[config.mk]
export PLATFORM = sky130hd
export DESIGN_NAME = tl_sched
export DESIGN_NICKNAME = d
export VERILOG_FILES = /design/src/rtl/tl_sched_pkg.sv /design/src/rtl/tl_phase_timer.sv /design/src/rtl/tl_sched.sv
export SDC_FILE = /design/constraint.sdc
export NUM_CORES = 1
export LEC_CHECK = 0
export ABC_CLOCK_PERIOD_IN_PS = 4900
export BUFFER_PORTS_ARGS = -buffer_cell sky130_fd_sc_hd__buf_4
export CAP_MARGIN = 25
export CORE_UTILIZATION = 55
export DETAILED_ROUTE_END_ITERATION = 10
export GPL_TIMING_DRIVEN = 0
export PLACE_DENSITY = 0.84
export SLEW_MARGIN = 15
export SYNTH_ARGS = -nofsm -noshare
export SYNTH_HDL_FRONTEND = slang
export SYNTH_SLANG_ARGS = --single-unit
[constraint.sdc]
create_clock -name clk -period 4.9 [get_ports clk]
set_clock_uncertainty 0.15 [all_clocks]
set_input_delay 0.49 -clock clk [delete_from_list [all_inputs] [get_ports clk]]
set_output_delay 0.49 -clock clk [all_outputs]
set_load 0.02 [all_outputs]
[src/rtl/tl_sched_pkg.sv]
// tl_sched_pkg: shared definitions for the two-approach intersection scheduler.
//   state_t     - phase encoding, also driven out on tl_sched.phase
//   lamps_t     - one bit per lamp (A r/y/g, B r/y/g, walk)
//   lamp_decode - Moore decode from phase to lamp set
package tl_sched_pkg;

  typedef enum logic [2:0] {
    IDLE    = 3'd0,
    A_GRN   = 3'd1,
    A_YEL   = 3'd2,
    A_CLR   = 3'd3,
    WALK_PH = 3'd4,
    B_GRN   = 3'd5,
    B_YEL   = 3'd6,
    B_CLR   = 3'd7
  } state_t;

  typedef struct packed {
    logic a_r;
    logic a_y;
    logic a_g;
    logic b_r;
    logic b_y;
    logic b_g;
    logic walk;
  } lamps_t;

  // Red on both approaches is the safe default; only the active approach
  // swaps red for its green/yellow, so a_g and b_g can never coincide.
  function automatic lamps_t lamp_decode(state_t s);
    lamps_t l;
    l     = '0;
    l.a_r = 1'b1;
    l.b_r = 1'b1;
    case (s)
      A_GRN:   begin l.a_r = 1'b0; l.a_g = 1'b1; end
      A_YEL:   begin l.a_r = 1'b0; l.a_y = 1'b1; end
      B_GRN:   begin l.b_r = 1'b0; l.b_g = 1'b1; end
      B_YEL:   begin l.b_r = 1'b0; l.b_y = 1'b1; end
      WALK_PH: l.walk = 1'b1;
      default: ;
    endcase
    return l;
  endfunction

endpackage

[src/rtl/tl_phase_timer.sv]
// tl_phase_timer: cycles-in-phase counter.
//   clk, reset - clock, synchronous active-high reset
//   clear      - restart the count at 0 (phase change)
//   enable     - count this cycle
//   count      - CW-bit count, saturates at all-ones
module tl_phase_timer #(
  parameter int CW = 5
) (
  input  logic          clk,
  input  logic          reset,
  input  logic          clear,
  input  logic          enable,
  output logic [CW-1:0] count
);

  always_ff @(posedge clk) begin
    if (reset)                      count <= '0;
    else if (clear)                 count <= '0;
    else if (enable && count != '1) count <= count + 1'b1;
  end

endmodule

[src/rtl/tl_sched.sv]
// tl_sched: coordinated main-road (A) / side-road (B) signal scheduler with
// a pedestrian walk phase.
//   clk, reset   - clock, synchronous active-high reset
//   start        - run enable; dropping it drains the sequence to IDLE
//   car_a        - A vehicle sensor (registered, reserved, no effect)
//   car_b        - B vehicle sensor, level
//   ped_req      - pedestrian button, latched into a pending flag
//   a_r/a_y/a_g  - A lamps        b_r/b_y/b_g - B lamps
//   walk         - pedestrian lamp
//   phase        - current state encoding
// All outputs are registered and aligned with the state register.
import tl_sched_pkg::*;

module tl_sched #(
  parameter int GREEN_MIN = 8,
  parameter int GREEN_MAX = 20,
  parameter int YELLOW    = 3,
  parameter int ALLRED    = 2,
  parameter int WALK      = 6,
  parameter int CW        = 5
) (
  input  logic       clk,
  input  logic       reset,
  input  logic       start,
  input  logic       car_a,
  input  logic       car_b,
  input  logic       ped_req,
  output logic       a_r,
  output logic       a_y,
  output logic       a_g,
  output logic       b_r,
  output logic       b_y,
  output logic       b_g,
  output logic       walk,
  output logic [2:0] phase
);

  // Exit thresholds are "last cycle of the phase" values of the timer.
  localparam logic [CW-1:0] GMIN_L = CW'(GREEN_MIN - 1);
  localparam logic [CW-1:0] GMAX_L = CW'(GREEN_MAX - 1);
  localparam logic [CW-1:0] YEL_L  = CW'(YELLOW - 1);
  localparam logic [CW-1:0] CLR_L  = CW'(ALLRED - 1);
  localparam logic [CW-1:0] WALK_L = CW'(WALK - 1);

  state_t          state_q, state_d;
  logic [CW-1:0]   timer;
  logic            ped_pend;
  lamps_t          lamps_q;
  logic            car_a_unused;  // held for a future A-actuated mode

  tl_phase_timer #(.CW(CW)) u_timer (
    .clk    (clk),
    .reset  (reset),
    .clear  (state_d != state_q),
    .enable (1'b1),
    .count  (timer)
  );

  always_comb begin
    state_d = state_q;
    case (state_q)
      IDLE:    if (start) state_d = A_GRN;
      // A is the default road: it has no maximum and only yields on demand.
      A_GRN:   if (!start) state_d = A_YEL;
               else if (timer >= GMIN_L && (car_b || ped_pend)) state_d = A_YEL;
      A_YEL:   if (timer == YEL_L) state_d = A_CLR;
      A_CLR:   if (timer == CLR_L)
                 state_d = !start ? IDLE : (ped_pend ? WALK_PH : B_GRN);
      WALK_PH: if (timer == WALK_L)
                 state_d = !start ? IDLE : (car_b ? B_GRN : A_GRN);
      B_GRN:   if (!start || timer == GMAX_L || (timer >= GMIN_L && !car_b))
                 state_d = B_YEL;
      B_YEL:   if (timer == YEL_L) state_d = B_CLR;
      B_CLR:   if (timer == CLR_L)
                 state_d = !start ? IDLE : (ped_pend ? WALK_PH : A_GRN);
      default: state_d = IDLE;
    endcase
  end

  always_ff @(posedge clk) begin
    if (reset) begin
      state_q      <= IDLE;
      ped_pend     <= 1'b0;
      lamps_q      <= lamp_decode(IDLE);
      car_a_unused <= 1'b0;
    end else begin
      state_q      <= state_d;
      // Decoding the next state keeps the lamp flops in step with state_q.
      lamps_q      <= lamp_decode(state_d);
      car_a_unused <= car_a;
      // Entering the walk phase serves the request, even one arriving now.
      if (state_d == WALK_PH && state_q != WALK_PH) ped_pend <= 1'b0;
      else if (ped_req)                             ped_pend <= 1'b1;
    end
  end

  assign a_r   = lamps_q.a_r;
  assign a_y   = lamps_q.a_y;
  assign a_g   = lamps_q.a_g;
  assign b_r   = lamps_q.b_r;
  assign b_y   = lamps_q.b_y;
  assign b_g   = lamps_q.b_g;
  assign walk  = lamps_q.walk;
  assign phase = state_q;

endmodule
**After elaboration in Yosys (flattened, before gate mapping)**

Cells that the tools add are included.

- Register bits after elaboration: 16
- Bits of input ports: 6
- Word-level logic and storage cells: 67

- $add $sub $neg: 1
- Magnitude comparators: 1
- Eq/ne operators: 19
- Mux-type cells: 23
- Reduce and logical (&&, ||, !) cells: 13

Operators with widths:

| kind | number |
|---|---|
| 2-to-1 mux 3 bit | 14 |
| case mux 3 bit (8 select lines) | 1 |
| equality test 3 bit (second input constant) | 7 |
| equality test 3 x 2 -> 1 bit (second input constant) | 3 |
| 2-to-1 mux 1 bit | 8 |
| OR reduction 2 bit | 4 |
| equality test 3 x 1 -> 1 bit (second input constant) | 2 |
| adder 5 x 1 -> 5 bit (second input constant) | 1 |
| equality test 5 x 1 -> 1 bit (second input constant) | 1 |
| equality test 5 x 2 -> 1 bit (second input constant) | 1 |
| equality test 5 x 3 -> 1 bit (second input constant) | 1 |
| equality test 5 bit (second input constant) | 1 |
| >= comparator 5 x 3 -> 1 bit (second input constant) | 1 |
| != test 5 bit (second input constant) | 1 |
| logical AND 1 bit | 3 |
| logical NOT 3 bit | 1 |
| logical OR 1 bit | 3 |
| != test 3 bit | 1 |
| != test 3 bit (second input constant) | 1 |
| logical NOT 1 bit | 2 |

**Depth between registers and ports, before layout**

Gate-level depths: netlist of run 1.

- Word-level depth: 8
- Mapped depth: 8
- Depth with buffers taken out: 8

**By module**

A second synthesis of run 1 with hierarchy kept.

- Cells, all modules: 100
- Area, all modules: 900.9 um^2

By module, submodules not included:

| module | times used | cells each | area each (um^2) | sequential area each (um^2) |
|---|---|---|---|---|
| tl_sched | 1 | 74 | 661.9 | 220.2 |
| tl_phase_timer | 1 | 26 | 239.0 | 100.1 |

**Worst setup path before layout of run 1**

No wires, ideal clock.

- Path kind: register to register
- Start point: register u_timer.count[0]
- End point: register lamps_q, in the netlist b_r
- Data arrival time: 1.891 ns
- Required time: 4.636 ns
- Slack: 2.745 ns
- Stages on the path, launching flop included: 7
- Path through: dfxtp_1 -> ha_1 -> or4b_4 -> nor2_4 -> mux2_4 -> or2_4 -> a21o_1

- Longest elaborated chain between the ends: 8

Ends and longest elaborated chain:

| element | RTL line | text |
|---|---|---|
| start: declaration | tl_phase_timer.sv:13 | `output logic [CW-1:0] count` |
| start signal: assignment | tl_phase_timer.sv:19 | `else if (enable && count != '1) count <= count + 1'b1;` |
| >= comparator 5 x 3 -> 1 bit / equality test 5 bit (equally long branches) | tl_sched.sv:65, tl_sched.sv:71 |  |
| logical AND 1 bit, or another cell as far along | tl_sched.sv:65 | `else if (timer >= GMIN_L && (car_b \|\| ped_pend)) state_d = A_YEL;` |
| 2-to-1 mux 3 bit / logical OR 1 bit (equally long branches) | tl_sched.sv:65, tl_sched.sv:71 |  |
| 2-to-1 mux 3 bit (on tied branches) | tl_sched.sv:64, tl_sched.sv:71 |  |
| case mux 3 bit (8 select lines) (*) | tl_sched.sv:61 | `case (state_q)` |
| equality test 3 bit | tl_sched_pkg.sv:35 | `case (s)` |
| OR reduction 2 bit (no source line) (*) | n/a |  |
| 2-to-1 mux 1 bit (*) | tl_sched_pkg.sv:35 |  |
| end signal: assignment | tl_sched.sv:84 | `lamps_q <= lamp_decode(IDLE);` |
| end signal: assignment | tl_sched.sv:89 | `lamps_q <= lamp_decode(state_d);` |
| end: declaration | tl_sched.sv:48 | `lamps_t lamps_q;` |

Every way passes the cells marked *; elsewhere a longest branch is shown, timed or not.
A chain may end at the register's enable or synchronous reset.

**Worst setup path after layout of run 1**

- Start point: register u_timer.count[0]
- End point: register u_timer.count[4]

- Longest elaborated chain between the ends: 7

Ends and longest elaborated chain:

| element | RTL line | text |
|---|---|---|
| >= comparator 5 x 3 -> 1 bit / equality test 5 bit (equally long branches) | tl_sched.sv:65, tl_sched.sv:71 |  |
| logical AND 1 bit, or another cell as far along | tl_sched.sv:65 |  |
| 2-to-1 mux 3 bit / logical OR 1 bit (equally long branches) | tl_sched.sv:65, tl_sched.sv:71 |  |
| 2-to-1 mux 3 bit (on tied branches) | tl_sched.sv:64, tl_sched.sv:71 |  |
| case mux 3 bit (8 select lines) | tl_sched.sv:61 |  |
| != test 3 bit | tl_sched.sv:54 | `.clear (state_d != state_q),` |
| OR reduction 2 bit (no source line) | n/a |  |

Parallel ways exist; a longest one is shown, timed or not.

==> impl_metrics.prom, run 1 <==
# TYPE chip_impl_metric gauge
chip_impl_info{name="run_status",value="complete, no violations"} 1
chip_impl_info{name="setup_repair_after_global_routing_missed_its_margin",value="false"} 1
chip_impl_metric{name="post_synth_inst_count",unit=""} 103
chip_impl_metric{name="routed_wl",unit="um"} 2004
chip_impl_metric{name="floorplan.core_area",unit="mm^2"} 0.001524
chip_impl_metric{name="diodes",unit=""} 0
chip_impl_metric{name="synth.net_count",unit=""} 113
chip_impl_metric{name="postLayoutCellArea",unit="mm^2"} 0.001079
chip_impl_metric{name="final_antenna_net_count",unit=""} 0
chip_impl_metric{name="area_growth",unit="%"} 17.60
chip_impl_info{name="critPathCaptureType",value="register"} 1
chip_impl_metric{name="grt_usage",unit="%"} 23.17
chip_impl_metric{name="timing.final.hold_violations",unit=""} 0
chip_impl_metric{name="worstSkewPairLatency",unit="ns"} 0.29
chip_impl_metric{name="cts.reportedPaths.clkPinSlew",unit="ns"} 0.10
chip_impl_metric{name="cts_made_buffers",unit=""} 3
chip_impl_metric{name="power.density",unit="mW/mm^2"} 265.0
chip_impl_metric{name="worst_ir_drop_vdd",unit="mV"} 0.1319
chip_impl_metric{name="layout_worst_path_cycle_share",unit="%"} 48.68
chip_impl_metric{name="critical_path_data_required_time",unit="ns"} 4.89
chip_impl_metric{name="cts-htree-levels",unit=""} 1
chip_impl_metric{name="part_of_the_yosys_area_used_for_sequential_elements",unit="%"} 34.92
chip_impl_metric{name="grt_first_pass_wirelength",unit="um"} 3132
chip_impl_metric{name="setup_viol",unit=""} 0
chip_impl_info{name="netlist.top_cell.by_area",value="sky130_fd_sc_hd__dfxtp_1"} 1
chip_impl_metric{name="power",unit="W"} 0.0002858
chip_impl_metric{name="drtIter0Drc",unit=""} 24
chip_impl_metric{name="timing.max_cap.violations",unit=""} 0
chip_impl_metric{name="die_footprint",unit="mm^2"} 0.001835
chip_impl_metric{name="ctsHoldBuffers",unit=""} 0
chip_impl_metric{name="vias_per_cell",unit=""} 6.161
chip_impl_metric{name="final.min_clock_period",unit="ns"} 2.385
chip_impl_info{name="timing.critical_path.to",value="u_timer.count[4]$_SDFFE_PP0P_"} 1
chip_impl_metric{name="clock-sinks",unit=""} 16
chip_impl_info{name="cts_root_buf",value="sky130_fd_sc_hd__clkbuf_4"} 1
chip_impl_metric{name="grtUsageMet2",unit="%"} 36.36
chip_impl_metric{name="worst-endpoint-arrival",unit="ns"} 2.38
chip_impl_metric{name="via_count_of_the_first_global_routing_pass",unit=""} 708
chip_impl_metric{name="floorplan.io_pins",unit=""} 16
chip_impl_info{name="max_flop_register",value="u_timer.count"} 1
chip_impl_metric{name="avgSynthCellArea",unit="um^2"} 8.904
chip_impl_metric{name="antenna_found_initial",unit=""} 0
chip_impl_metric{name="worstPathMaxFanout",unit=""} 6
chip_impl_metric{name="setup_total_negative_slack",unit="ns"} 0
chip_impl_metric{name="detail_route.first_pass.iterations",unit=""} 4
chip_impl_metric{name="use_met3",unit="%"} 3.830
chip_impl_metric{name="start_util",unit="%"} 60.18
chip_impl_info{name="r2r-end",value="u_timer.count[4]$_SDFFE_PP0P_"} 1
chip_impl_metric{name="gr-usage-met1",unit="%"} 30.53
chip_impl_info{name="layout_common_cells",value="16 x sky130_fd_sc_hd__dfxtp_1, 14 x sky130_fd_sc_hd__buf_4, 9 x sky130_fd_sc_hd__nor2_1"} 1
chip_impl_metric{name="netlist.area_leader.share",unit="%"} 34.92
chip_impl_metric{name="pin_count_of_the_biggest_net_entering_global_routing",unit=""} 11
chip_impl_metric{name="worst_slew_pin_slew",unit="ns"} 0.8435
chip_impl_metric{name="synth_edf_count",unit=""} 0
chip_impl_metric{name="globalRouteOverflowTotal",unit=""} 0
chip_impl_metric{name="post_synth_cell_types",unit=""} 43
chip_impl_info{name="launch_point_of_the_critical_path",value="u_timer.count[0]$_SDFFE_PP0P_"} 1
chip_impl_metric{name="worst_reg_to_reg_setup_slack",unit="ns"} 2.51
chip_impl_metric{name="routed-via-count",unit=""} 844
chip_impl_info{name="synth_area_leaders",value="sky130_fd_sc_hd__dfxtp_1 35%, sky130_fd_sc_hd__ha_1 5.5%, sky130_fd_sc_hd__nor3_1 3.8%"} 1
chip_impl_metric{name="post_cts.repair.setup_buffers",unit=""} 0
chip_impl_metric{name="die_x",unit="um"} 42.84
chip_impl_info{name="rr_startpoint",value="u_timer.count[0]$_SDFFE_PP0P_"} 1
chip_impl_metric{name="timing.slew.headroom",unit="%"} 42.88
chip_impl_metric{name="hpwlAfterDp",unit="um"} 1513
chip_impl_metric{name="netlist_area",unit="um^2"} 917.1
chip_impl_metric{name="postSynthRegisterBits",unit=""} 16
chip_impl_info{name="gr-max-usage-layer",value="met2"} 1
chip_impl_metric{name="asyncSetResetFlopFracSynth",unit="%"} 0
chip_impl_metric{name="port_buffers",unit=""} 14
chip_impl_metric{name="final_layout_size_suffix_gt1_share",unit="%"} 23.97
chip_impl_info{name="tritoncts_clock_tree",value="built"} 1
chip_impl_metric{name="synth_warnings",unit=""} 0
chip_impl_info{name="layout.cells.most_common",value="sky130_fd_sc_hd__dfxtp_1"} 1
chip_impl_metric{name="slew_viol_final",unit=""} 0
chip_impl_metric{name="rows",unit=""} 14
chip_impl_metric{name="avgRoutedWirePerCell",unit="um"} 14.63
chip_impl_metric{name="die_height",unit="um"} 42.84
chip_impl_metric{name="cts.repair.resized",unit=""} 0
chip_impl_info{name="holdCritPathClass",value="primary input to register"} 1
chip_impl_metric{name="largest_reg_flops",unit=""} 5
chip_impl_metric{name="n_fill_cell",unit=""} 145
chip_impl_metric{name="leakagePower",unit="nW"} 0.4537
chip_impl_metric{name="cts-root-to-sink-buffers",unit=""} 2
chip_impl_metric{name="drcViolationCount",unit=""} 0
chip_impl_metric{name="timing.reg2reg.worst_path_depth",unit=""} 4
chip_impl_metric{name="nNetsFinal",unit=""} 132
chip_impl_info{name="worst_setup_path_start_kind",value="register"} 1
chip_impl_metric{name="place_congestion",unit=""} 0.8864
chip_impl_metric{name="timing.fmax",unit="MHz"} 419.2
chip_impl_info{name="synthFlopType",value="sky130_fd_sc_hd__dfxtp_1"} 1
chip_impl_info{name="path_class",value="register to register"} 1
chip_impl_metric{name="dpl-instance-area",unit="mm^2"} 0.001042
-- cells by family (layout without fill, tap and decap cells) --
family | Yosys count | after routing | synth area share [%]
muxes | 2 | 2 | 2.728
buffers and inverters | 8 | 26 | 4.092
and+or+nand+nor | 45 | 45 | 29.60
adders and majority gates | 4 | 4 | 5.457
DFF | 16 | 16 | 34.93
xor gates and xnor gates | 4 | 4 | 3.821
AOI/OAI and AO/OA | 24 | 24 | 19.37
-- cell usage after synthesis, drive strengths merged (2+ instances only) --
master	number
nor3	7
nand2	5
or2	3
ha	4
a31oi	3
inv	4
nand3	3
nor2	10
xnor2	2
o21ai	5
dfxtp	16
xor2	2
o32ai	2
nand2b	2
nor2b	2
clkbuf	3
a21oi	4
nand3b	2
o21bai	2
and3	2
a21o	2
-- report_power, final --
part | total, W | internal (W) | leakage (nW) | switching (W)
sequential | 0.000141 | 0.000136 | 0.131 | 0.00000505
clock | 0.0000875 | 0.0000452 | 0.0210 | 0.0000423
combinational | 0.0000576 | 0.0000261 | 0.302 | 0.0000315
total | 0.000286 | 0.000207 | 0.454 | 0.0000789
-- critical path, stage by stage, from the launching register on --
cell	delay, ns
sky130_fd_sc_hd__dfxtp_1	0.44
sky130_fd_sc_hd__ha_1	0.19
sky130_fd_sc_hd__or4bb_1	0.57
sky130_fd_sc_hd__o311ai_1	0.78
sky130_fd_sc_hd__nor3_1	0.11
-- layout make-up --
cell class / count / area (um^2) / area share, %
repair buffers: 14 / 105.1 / 9.745
inverters: 4 / 15.01 / 1.392
flip-flops and latches: 16 / 320.3 / 29.70
well taps: 16 / 20.02 / 1.856
multi-input cells: 79 / 559.3 / 51.86
plain buffers: 4 / 22.52 / 2.088
clock buffers: 4 / 36.28 / 3.364
-- per-layer routing --
metal | part of all wire (%) | wire (um) | vias to the layer above
met2 | 48 | 970 | 37
met4 | 3.2 | 64 | 0
met5 | 0 | 0 | -
met3 | 6.2 | 124 | 8
met1 | 42 | 845 | 386
li1 | - | - | 413
-- worst min-delay path by stage --
stage,startpoint,end,slack [ns],cells past startpoint
2_1_floorplan,ped_pend$_SDFFE_PP0P_,ped_pend$_SDFFE_PP0P_,0.38,2
3_3_place_gp,ped_pend$_SDFFE_PP0P_,ped_pend$_SDFFE_PP0P_,0.42,2
3_5_place_dp,ped_pend$_SDFFE_PP0P_,ped_pend$_SDFFE_PP0P_,0.43,2
4_1_cts,reset,phase[1]$_SDFF_PP0_,0.24,2
5_1_grt,reset,phase[1]$_SDFF_PP0_,0.25,2
6_report,reset,phase[1]$_SDFF_PP0_,0.25,2
-- through the flow --
stage	hold WS, ns	std cells	setup slack, ns	utilization (%)
floorplan	0.3777	103	2.745	-
global placement	0.4222	133	2.652	68.39
detailed placement	0.4303	133	2.535	68.39
CTS	0.2392	137	2.533	70.77
global route	0.2453	137	2.402	70.77
finish	0.2527	137	2.515	70.77
Power figures use the tool's default switching activity.
==> run 2, diff against run 1 <==
--- a/config.mk
+++ b/config.mk
@@ -5,13 +5,13 @@
 export SDC_FILE = /design/constraint.sdc
 export NUM_CORES = 1
 export LEC_CHECK = 0
-export ABC_CLOCK_PERIOD_IN_PS = 4900
+export ABC_CLOCK_PERIOD_IN_PS = 2070
 export BUFFER_PORTS_ARGS = -buffer_cell sky130_fd_sc_hd__buf_4
 export CAP_MARGIN = 25
-export CORE_UTILIZATION = 55
+export CORE_UTILIZATION = 48
 export DETAILED_ROUTE_END_ITERATION = 10
 export GPL_TIMING_DRIVEN = 0
-export PLACE_DENSITY = 0.84
+export PLACE_DENSITY = 0.78
 export SLEW_MARGIN = 15
 export SYNTH_ARGS = -nofsm -noshare
 export SYNTH_HDL_FRONTEND = slang
==> constraint.sdc (replaced) <==
create_clock -name clk -period 2.07 [get_ports clk]
set_clock_uncertainty 0.15 [all_clocks]
set_input_delay 0.207 -clock clk [delete_from_list [all_inputs] [get_ports clk]]
set_output_delay 0.207 -clock clk [all_outputs]
set_load 0.02 [all_outputs]
==> run 2 against run 1 <==
The run now ends with negative setup slack left. Sequential power rose by 140%. Final area rose by 11%. Worst hold slack worse by 0.19 ns. Non-clock buffer count up 6. Critical path depth rose by 4. Wire length increased by 3.7%. Register-to-register slack worse by 2.6 ns. Critical path type unchanged. Largest power group unchanged.
==> impl_metrics.prom, run 2 (synthesis gave the netlist of run 1 again) <==
# TYPE chip_impl_metric gauge
chip_impl_info{name="run_status",value="complete, but fails checks"} 1
chip_impl_info{name="failed_checks",value="negative setup slack"} 1
chip_impl_info{name="max_flop_register",value="u_timer.count"} 1
chip_impl_metric{name="antenna_found_initial",unit=""} 0
chip_impl_metric{name="setup_total_negative_slack",unit="ns"} -0.2140
chip_impl_metric{name="timing.fmax",unit="MHz"} 466.7
chip_impl_metric{name="rows",unit=""} 15
chip_impl_metric{name="total_net_switching_power",unit="W"} 0.0001918
chip_impl_metric{name="final.min_clock_period",unit="ns"} 2.143
chip_impl_metric{name="largest_reg_flops",unit=""} 5
chip_impl_metric{name="routed-via-count",unit=""} 833
chip_impl_metric{name="worstPathMaxFanout",unit=""} 4
chip_impl_metric{name="p_int",unit="W"} 0.0005015
chip_impl_metric{name="clock-sinks",unit=""} 16
chip_impl_metric{name="timing.slew.headroom",unit="%"} 70.52
chip_impl_metric{name="worst_slew_pin_slew",unit="ns"} 0.4360
chip_impl_metric{name="power.switching_fraction",unit="%"} 27.67
chip_impl_metric{name="whs",unit="ns"} 0.06108
chip_impl_metric{name="final_layout_size_suffix_gt1_share",unit="%"} 33.86
chip_impl_metric{name="hpwlAfterDp",unit="um"} 1402
chip_impl_info{name="maxUsedRoutingLayer",value="met4"} 1
chip_impl_metric{name="critical_path_data_required_time",unit="ns"} 2.15
chip_impl_metric{name="slew_viol_final",unit=""} 0
chip_impl_metric{name="dr_wl_met3",unit="um"} 68
chip_impl_metric{name="final_antenna_net_count",unit=""} 0
chip_impl_metric{name="die_x",unit="um"} 45.71
chip_impl_metric{name="start_util",unit="%"} 51.99
chip_impl_metric{name="drtIter0Drc",unit=""} 19
chip_impl_metric{name="via_count_of_the_first_global_routing_pass",unit=""} 755
chip_impl_metric{name="globalRouteOverflowTotal",unit=""} 0
chip_impl_metric{name="cts.reportedPaths.clkPinSlew",unit="ns"} 0.10
chip_impl_metric{name="worst-endpoint-arrival",unit="ns"} 2.22
chip_impl_metric{name="detail_route.first_pass.iterations",unit=""} 4
chip_impl_metric{name="nNetsFinal",unit=""} 138
chip_impl_info{name="tritoncts_clock_tree",value="built"} 1
chip_impl_metric{name="share_comb_of_total_power",unit="%"} 22.1
chip_impl_info{name="critPathCaptureType",value="register"} 1
chip_impl_metric{name="worst_ir_drop_vdd",unit="mV"} 0.4216
chip_impl_metric{name="die_height",unit="um"} 45.71
chip_impl_metric{name="timing.final.hold_violations",unit=""} 0
chip_impl_metric{name="layout_worst_path_cycle_share",unit="%"} 103.5
chip_impl_info{name="path_class",value="register to register"} 1
chip_impl_metric{name="diodes",unit=""} 0
chip_impl_metric{name="vias_per_cell",unit=""} 5.480
chip_impl_metric{name="power.density",unit="mW/mm^2"} 580.8
chip_impl_metric{name="grt_first_pass_wirelength",unit="um"} 3125
chip_impl_metric{name="fin_ws",unit="ns"} -0.07252
chip_impl_info{name="setup_repair_after_global_routing_missed_its_margin",value="true"} 1
chip_impl_metric{name="cts-root-to-sink-buffers",unit=""} 2
chip_impl_metric{name="floorplan.io_pins",unit=""} 16
chip_impl_metric{name="setup_viol",unit=""} 4
chip_impl_metric{name="grt_usage",unit="%"} 21.33
chip_impl_metric{name="drcViolationCount",unit=""} 0
chip_impl_metric{name="leakagePower",unit="nW"} 0.4885
chip_impl_info{name="rr_startpoint",value="u_timer.count[1]$_SDFFE_PP0P_"} 1
chip_impl_info{name="holdCritPathClass",value="primary input to register"} 1
chip_impl_metric{name="preCtsSetupSlack",unit="ns"} -0.09556
chip_impl_metric{name="cts_made_buffers",unit=""} 3
chip_impl_metric{name="final_cells",unit=""} 152
chip_impl_metric{name="avgRoutedWirePerCell",unit="um"} 13.68
chip_impl_metric{name="cts-htree-levels",unit=""} 1
chip_impl_metric{name="dpl-instance-area",unit="mm^2"} 0.001056
chip_impl_info{name="min-delay-start",value="ped_req"} 1
chip_impl_metric{name="dp_cells",unit=""} 142
chip_impl_metric{name="place_congestion",unit=""} 0.8180
chip_impl_metric{name="die_footprint",unit="mm^2"} 0.002089
chip_impl_metric{name="sequentialPowerShare",unit="%"} 48.1
chip_impl_metric{name="pin_count_of_the_biggest_net_entering_global_routing",unit=""} 11
chip_impl_metric{name="floorplan.core_area",unit="mm^2"} 0.001764
chip_impl_info{name="worst_setup_path_start_kind",value="register"} 1
chip_impl_info{name="launch_point_of_the_critical_path",value="u_timer.count[1]$_SDFFE_PP0P_"} 1
chip_impl_metric{name="clkPwrFrac",unit="%"} 29.8
chip_impl_info{name="cts_root_buf",value="sky130_fd_sc_hd__clkbuf_4"} 1
chip_impl_metric{name="port_buffers",unit=""} 14
chip_impl_metric{name="worstSkewPairLatency",unit="ns"} 0.29
chip_impl_info{name="layout.cells.most_common",value="sky130_fd_sc_hd__buf_4"} 1
chip_impl_info{name="layout_common_cells",value="19 x sky130_fd_sc_hd__buf_4, 14 x sky130_fd_sc_hd__dfxtp_1, 9 x sky130_fd_sc_hd__nor2_1"} 1
chip_impl_metric{name="area_growth",unit="%"} 30.15
chip_impl_metric{name="routed_wl",unit="um"} 2079
chip_impl_metric{name="met2WireLength",unit="um"} 1180
chip_impl_metric{name="postLayoutCellArea",unit="mm^2"} 0.001194
chip_impl_metric{name="detail_route.wirelength.met1",unit="um"} 819
chip_impl_metric{name="timing.max_cap.violations",unit=""} 0
==> run 2: cell count changes in the layout (fill, tap and decap cells not counted), sizes merged <==
cell         delta
buf             +5
dlygate4sd3     +1
==> run 2: final timing paths <==
check	endpoint	slack, ns	cells after the start
max	walk$_SDFF_PP0_	-0.07	8
min reg2reg	ped_pend$_SDFFE_PP0P_	0.43	2
min	ped_pend$_SDFFE_PP0P_	0.06	3
max reg2reg	walk$_SDFF_PP0_	-0.07	8
==> run 2: critical path, cell delays in order (launching register included) <==
cell	delay, ns
sky130_fd_sc_hd__dfxtp_4	0.37
sky130_fd_sc_hd__inv_2	0.06
sky130_fd_sc_hd__ha_4	0.12
sky130_fd_sc_hd__or4b_4	0.50
sky130_fd_sc_hd__nor2_4	0.12
sky130_fd_sc_hd__mux2_4	0.31
sky130_fd_sc_hd__or2_4	0.25
sky130_fd_sc_hd__inv_2	0.06
sky130_fd_sc_hd__and3_1	0.13
==> run 2: per-layer routing <==
metal | track usage [%] | vias to the layer above
met1 | 21.36 | 392
met4 | 6.471 | 0
li1 | - | 422
met3 | 5.952 | 2
met2 | 41.71 | 17
met5 | 0 | -
==> run 2: repair_timing <==
| item | CTS | global route |
|---|---|---|
| hold endpoints to repair | 2 | 0 |
| gates resized for setup | 8 | 4 |
| setup endpoints to repair | 10 | 14 |
| setup buffers | 3 | 2 |
| hold buffers | 1 | 0 |
| pin swaps | 5 | 2 |
==> run 2: metrics by stage <==
step           total power [W]  utilization (%)
4_1_cts              0.0006904            65.67
3_3_place_gp         0.0004700            59.86
5_1_grt              0.0007260            67.66
6_report             0.0006933            67.66
3_5_place_dp         0.0004759            59.86
2_1_floorplan        0.0004346                -
==> run 2: cell type report <==
type                       count  area [um^2]
tap                           25        31.28
multi-input combinational     79        608.1
clock buffer                   4        36.28
timing repair buffer          20        152.6
fill                         154        570.5
sequential                    16        327.8
buffer                         4        22.52
inverter                       4        15.01
==> run 2: power groups by stage <==
stage          Sequential [W]  Clock (W)  Combinational [W]
6_report             0.000334   0.000206           0.000153
5_1_grt              0.000335   0.000225           0.000166
4_1_cts              0.000334   0.000210           0.000146
3_5_place_dp         0.000341          0           0.000134
3_3_place_gp         0.000340          0           0.000130
2_1_floorplan        0.000349          0          0.0000860
==> run 3, diff against run 2 <==
--- a/config.mk
+++ b/config.mk
@@ -11,8 +11,10 @@
 export CORE_UTILIZATION = 48
 export DETAILED_ROUTE_END_ITERATION = 10
 export GPL_TIMING_DRIVEN = 0
+export MAX_ROUTING_LAYER = met4
 export PLACE_DENSITY = 0.78
-export SLEW_MARGIN = 15
+export REMOVE_ABC_BUFFERS = 1
+export SLEW_MARGIN = 5
 export SYNTH_ARGS = -nofsm -noshare
 export SYNTH_HDL_FRONTEND = slang
 export SYNTH_SLANG_ARGS = --single-unit
==> run 3 against run 2 <==
The run still ends with negative setup slack left. Maximum frequency is 0.52% higher. Register-to-register slack barely moved. Sequential share of layout area up 0.29 points. Clock power down 4%. Final area decreased by 1.0%. Sequential power is 2% higher. First-iteration DRC count decreased by 58%. Wire length decreased by 9.0%. Critical path type unchanged.
==> impl_metrics.prom, run 3 (synthesis gave the netlist of run 1 again) <==
# TYPE chip_impl_metric gauge
chip_impl_metric{name="cts_made_buffers",unit=""} 3
chip_impl_metric{name="rows",unit=""} 15
chip_impl_info{name="tritoncts_clock_tree",value="built"} 1
chip_impl_metric{name="die_footprint",unit="mm^2"} 0.002089
chip_impl_metric{name="grt_usage",unit="%"} 21.37
chip_impl_metric{name="final_antenna_net_count",unit=""} 0
chip_impl_metric{name="worst_reg_to_reg_setup_slack",unit="ns"} -0.06
chip_impl_metric{name="fin_ws",unit="ns"} -0.06147
chip_impl_metric{name="cts-root-to-sink-buffers",unit=""} 2
chip_impl_metric{name="largest_reg_flops",unit=""} 5
chip_impl_metric{name="port_buffers",unit=""} 14
chip_impl_metric{name="timing.reg2reg.worst_path_depth",unit=""} 7
chip_impl_metric{name="worstPathMaxFanout",unit=""} 4
chip_impl_metric{name="worst_hold_path.num_cells",unit=""} 3
chip_impl_info{name="crit_path_cell_trace",value="inv_2, ha_4, or4b_4, nor2_4, mux2_4, or2_4, a21o_1"} 1
chip_impl_metric{name="routed-via-count",unit=""} 825
chip_impl_metric{name="slew_viol_final",unit=""} 0
chip_impl_info{name="failed_checks",value="negative setup slack"} 1
chip_impl_info{name="cp_top_family",value="simple AND/OR/NAND/NOR gates"} 1
chip_impl_metric{name="timing.slew.headroom",unit="%"} 71.54
chip_impl_info{name="timing.hold.worst_endpoint",value="ped_pend$_SDFFE_PP0P_"} 1
chip_impl_info{name="cts_root_buf",value="sky130_fd_sc_hd__clkbuf_4"} 1
chip_impl_metric{name="area_growth",unit="%"} 28.79
chip_impl_metric{name="postLayoutCellArea",unit="mm^2"} 0.001181
chip_impl_metric{name="grt_first_pass_wirelength",unit="um"} 3098
chip_impl_info{name="slowest_library_cell_on_the_worst_path",value="sky130_fd_sc_hd__or4b_4"} 1
chip_impl_metric{name="leakagePower",unit="nW"} 0.4937
chip_impl_metric{name="cts-htree-levels",unit=""} 1
chip_impl_metric{name="pin_count_of_the_biggest_net_entering_global_routing",unit=""} 14
chip_impl_metric{name="worst-endpoint-arrival",unit="ns"} 2.17
chip_impl_metric{name="detail_route.first_pass.iterations",unit=""} 4
chip_impl_metric{name="worst_ir_drop_vdd",unit="mV"} 0.5444
chip_impl_metric{name="diodes",unit=""} 0
chip_impl_metric{name="floorplan.io_pins",unit=""} 16
chip_impl_metric{name="cts.reportedPaths.clkPinSlew",unit="ns"} 0.08
chip_impl_info{name="rr_startpoint",value="u_timer.count[1]$_SDFFE_PP0P_"} 1
chip_impl_metric{name="max_stage_delay",unit="ns"} 0.49
chip_impl_metric{name="drtIter0Drc",unit=""} 8
chip_impl_metric{name="start_util",unit="%"} 51.99
chip_impl_metric{name="place_congestion",unit=""} 0.8228
chip_impl_metric{name="final_core_utilization",unit="%"} 66.95
chip_impl_info{name="run_status",value="complete, but fails checks"} 1
chip_impl_metric{name="worstPathBufferInverterCount",unit=""} 1
chip_impl_metric{name="globalRouteOverflowTotal",unit=""} 0
chip_impl_metric{name="worst_slew_pin_slew",unit="ns"} 0.4263
chip_impl_metric{name="nNetsFinal",unit=""} 135
chip_impl_info{name="min-delay-start",value="ped_req"} 1
chip_impl_metric{name="vias_per_cell",unit=""} 5.537
chip_impl_metric{name="critical_path_data_required_time",unit="ns"} 2.10
chip_impl_metric{name="via_count_of_the_first_global_routing_pass",unit=""} 713
chip_impl_metric{name="worstSkewPairLatency",unit="ns"} 0.28
chip_impl_metric{name="antenna_found_initial",unit=""} 0
chip_impl_info{name="holdCritPathClass",value="primary input to register"} 1
chip_impl_info{name="critPathCaptureType",value="register"} 1
chip_impl_metric{name="whs",unit="ns"} 0.06364
chip_impl_metric{name="preCtsSetupSlack",unit="ns"} -0.2025
chip_impl_metric{name="timing.max_cap.violations",unit=""} 0
chip_impl_metric{name="die_height",unit="um"} 45.71
chip_impl_metric{name="hpwlAfterDp",unit="um"} 1347
chip_impl_metric{name="setup_viol",unit=""} 3
chip_impl_info{name="layout.cells.most_common",value="sky130_fd_sc_hd__buf_4"} 1
chip_impl_metric{name="avgRoutedWirePerCell",unit="um"} 12.70
chip_impl_metric{name="timing.fmax",unit="MHz"} 469.2
chip_impl_info{name="layout_common_cells",value="20 x sky130_fd_sc_hd__buf_4, 14 x sky130_fd_sc_hd__dfxtp_1, 9 x sky130_fd_sc_hd__nor2_1"} 1
chip_impl_info{name="setup_repair_after_global_routing_missed_its_margin",value="true"} 1
chip_impl_metric{name="power.density",unit="mW/mm^2"} 578.0
chip_impl_metric{name="drcViolationCount",unit=""} 0
chip_impl_metric{name="layout_worst_path_cycle_share",unit="%"} 103.0
chip_impl_metric{name="die_x",unit="um"} 45.71
chip_impl_info{name="r2r-end",value="b_r$_SDFF_PP1_"} 1
chip_impl_metric{name="dpl-instance-area",unit="mm^2"} 0.001031
chip_impl_metric{name="timing.final.hold_violations",unit=""} 0
chip_impl_metric{name="clock-sinks",unit=""} 16
chip_impl_info{name="worst_setup_path_start_kind",value="register"} 1
chip_impl_metric{name="final.min_clock_period",unit="ns"} 2.131
chip_impl_metric{name="floorplan.core_area",unit="mm^2"} 0.001764
chip_impl_metric{name="routed_wl",unit="um"} 1892
chip_impl_info{name="max_flop_register",value="u_timer.count"} 1
chip_impl_metric{name="final_layout_size_suffix_gt1_share",unit="%"} 35.48
chip_impl_info{name="path_class",value="register to register"} 1
==> run 3: cell count changes in the layout (fill, tap and decap cells not counted), sizes merged <==
cell	before	now
clkbuf	7	4
==> run 3: how the worst max path moves through the flow <==
| stage | slack [ns] | end | cells after the start | from |
|---|---|---|---|---|
| floorplan | -0.09 | b_r$_SDFF_PP1_ | 6 | u_timer.count[0]$_SDFFE_PP0P_ |
| global placement | -0.18 | b_r$_SDFF_PP1_ | 6 | u_timer.count[0]$_SDFFE_PP0P_ |
| detailed placement | -0.20 | b_r$_SDFF_PP1_ | 6 | u_timer.count[0]$_SDFFE_PP0P_ |
| CTS | -0.06 | b_r$_SDFF_PP1_ | 7 | u_timer.count[1]$_SDFFE_PP0P_ |
| global route | -0.12 | a_r$_SDFF_PP1_ | 7 | u_timer.count[0]$_SDFFE_PP0P_ |
| finish | -0.06 | b_r$_SDFF_PP1_ | 7 | u_timer.count[1]$_SDFFE_PP0P_ |
==> run 3: power breakdown <==
part | internal (W) | switching [W] | total [W] | leakage, nW
sequential | 0.000321 | 0.0000210 | 0.000342 | 0.132
clock | 0.000107 | 0.0000902 | 0.000197 | 0.0210
combinational | 0.0000718 | 0.0000716 | 0.000143 | 0.341
total | 0.000500 | 0.000183 | 0.000683 | 0.494
==> run 3: per-stage QoR <==
| stage | std cells | power [W] | TNS, ns |
|---|---|---|---|
| after global placement | 138 | 0.0004667 | -1.279 |
| after CTS | 148 | 0.0006866 | -0.1449 |
| final | 149 | 0.0006827 | -0.1463 |
| after global routing | 149 | 0.0007251 | -0.5438 |
| after floorplan | 99 | 0.0004316 | -0.1370 |
| after detailed placement | 138 | 0.0004709 | -1.676 |
==> run 3: area by class of cell <==
class | count | area, um^2
Multi-Input combinational cell | 79 | 610.6
Fill cell | 158 | 583.1
Sequential cell | 16 | 327.8
Timing Repair Buffer | 21 | 160.2
Clock buffer | 4 | 36.28
Tap cell | 25 | 31.28
Inverter | 4 | 15.01
==> run 3: timing repair <==
item,in CTS,in global routing
pin swaps,3,3
setup buffers,5,1
hold buffers,1,0
endpoints found under the setup margin,15,13
endpoints found under the hold margin,2,0
resized for setup,9,5
==> run 3: worst min-delay path: cells and delay by family <==
family / cells / cell delay (ns)
buf+inv: 1 / 0.08
compound gates: 2 / 0.18
==> run 3: metal layers <==
metal / routed length (um) / share of wire (%) / track usage, % / up-vias
li1: - / - / - / 415
met1: 791 / 42 / 23.30 / 385
met2: 997 / 53 / 38.00 / 23
met3: 87 / 4.6 / 7.143 / 2
met4: 16 / 0.85 / 3.529 / 0
met5: 0 / 0 / - / -
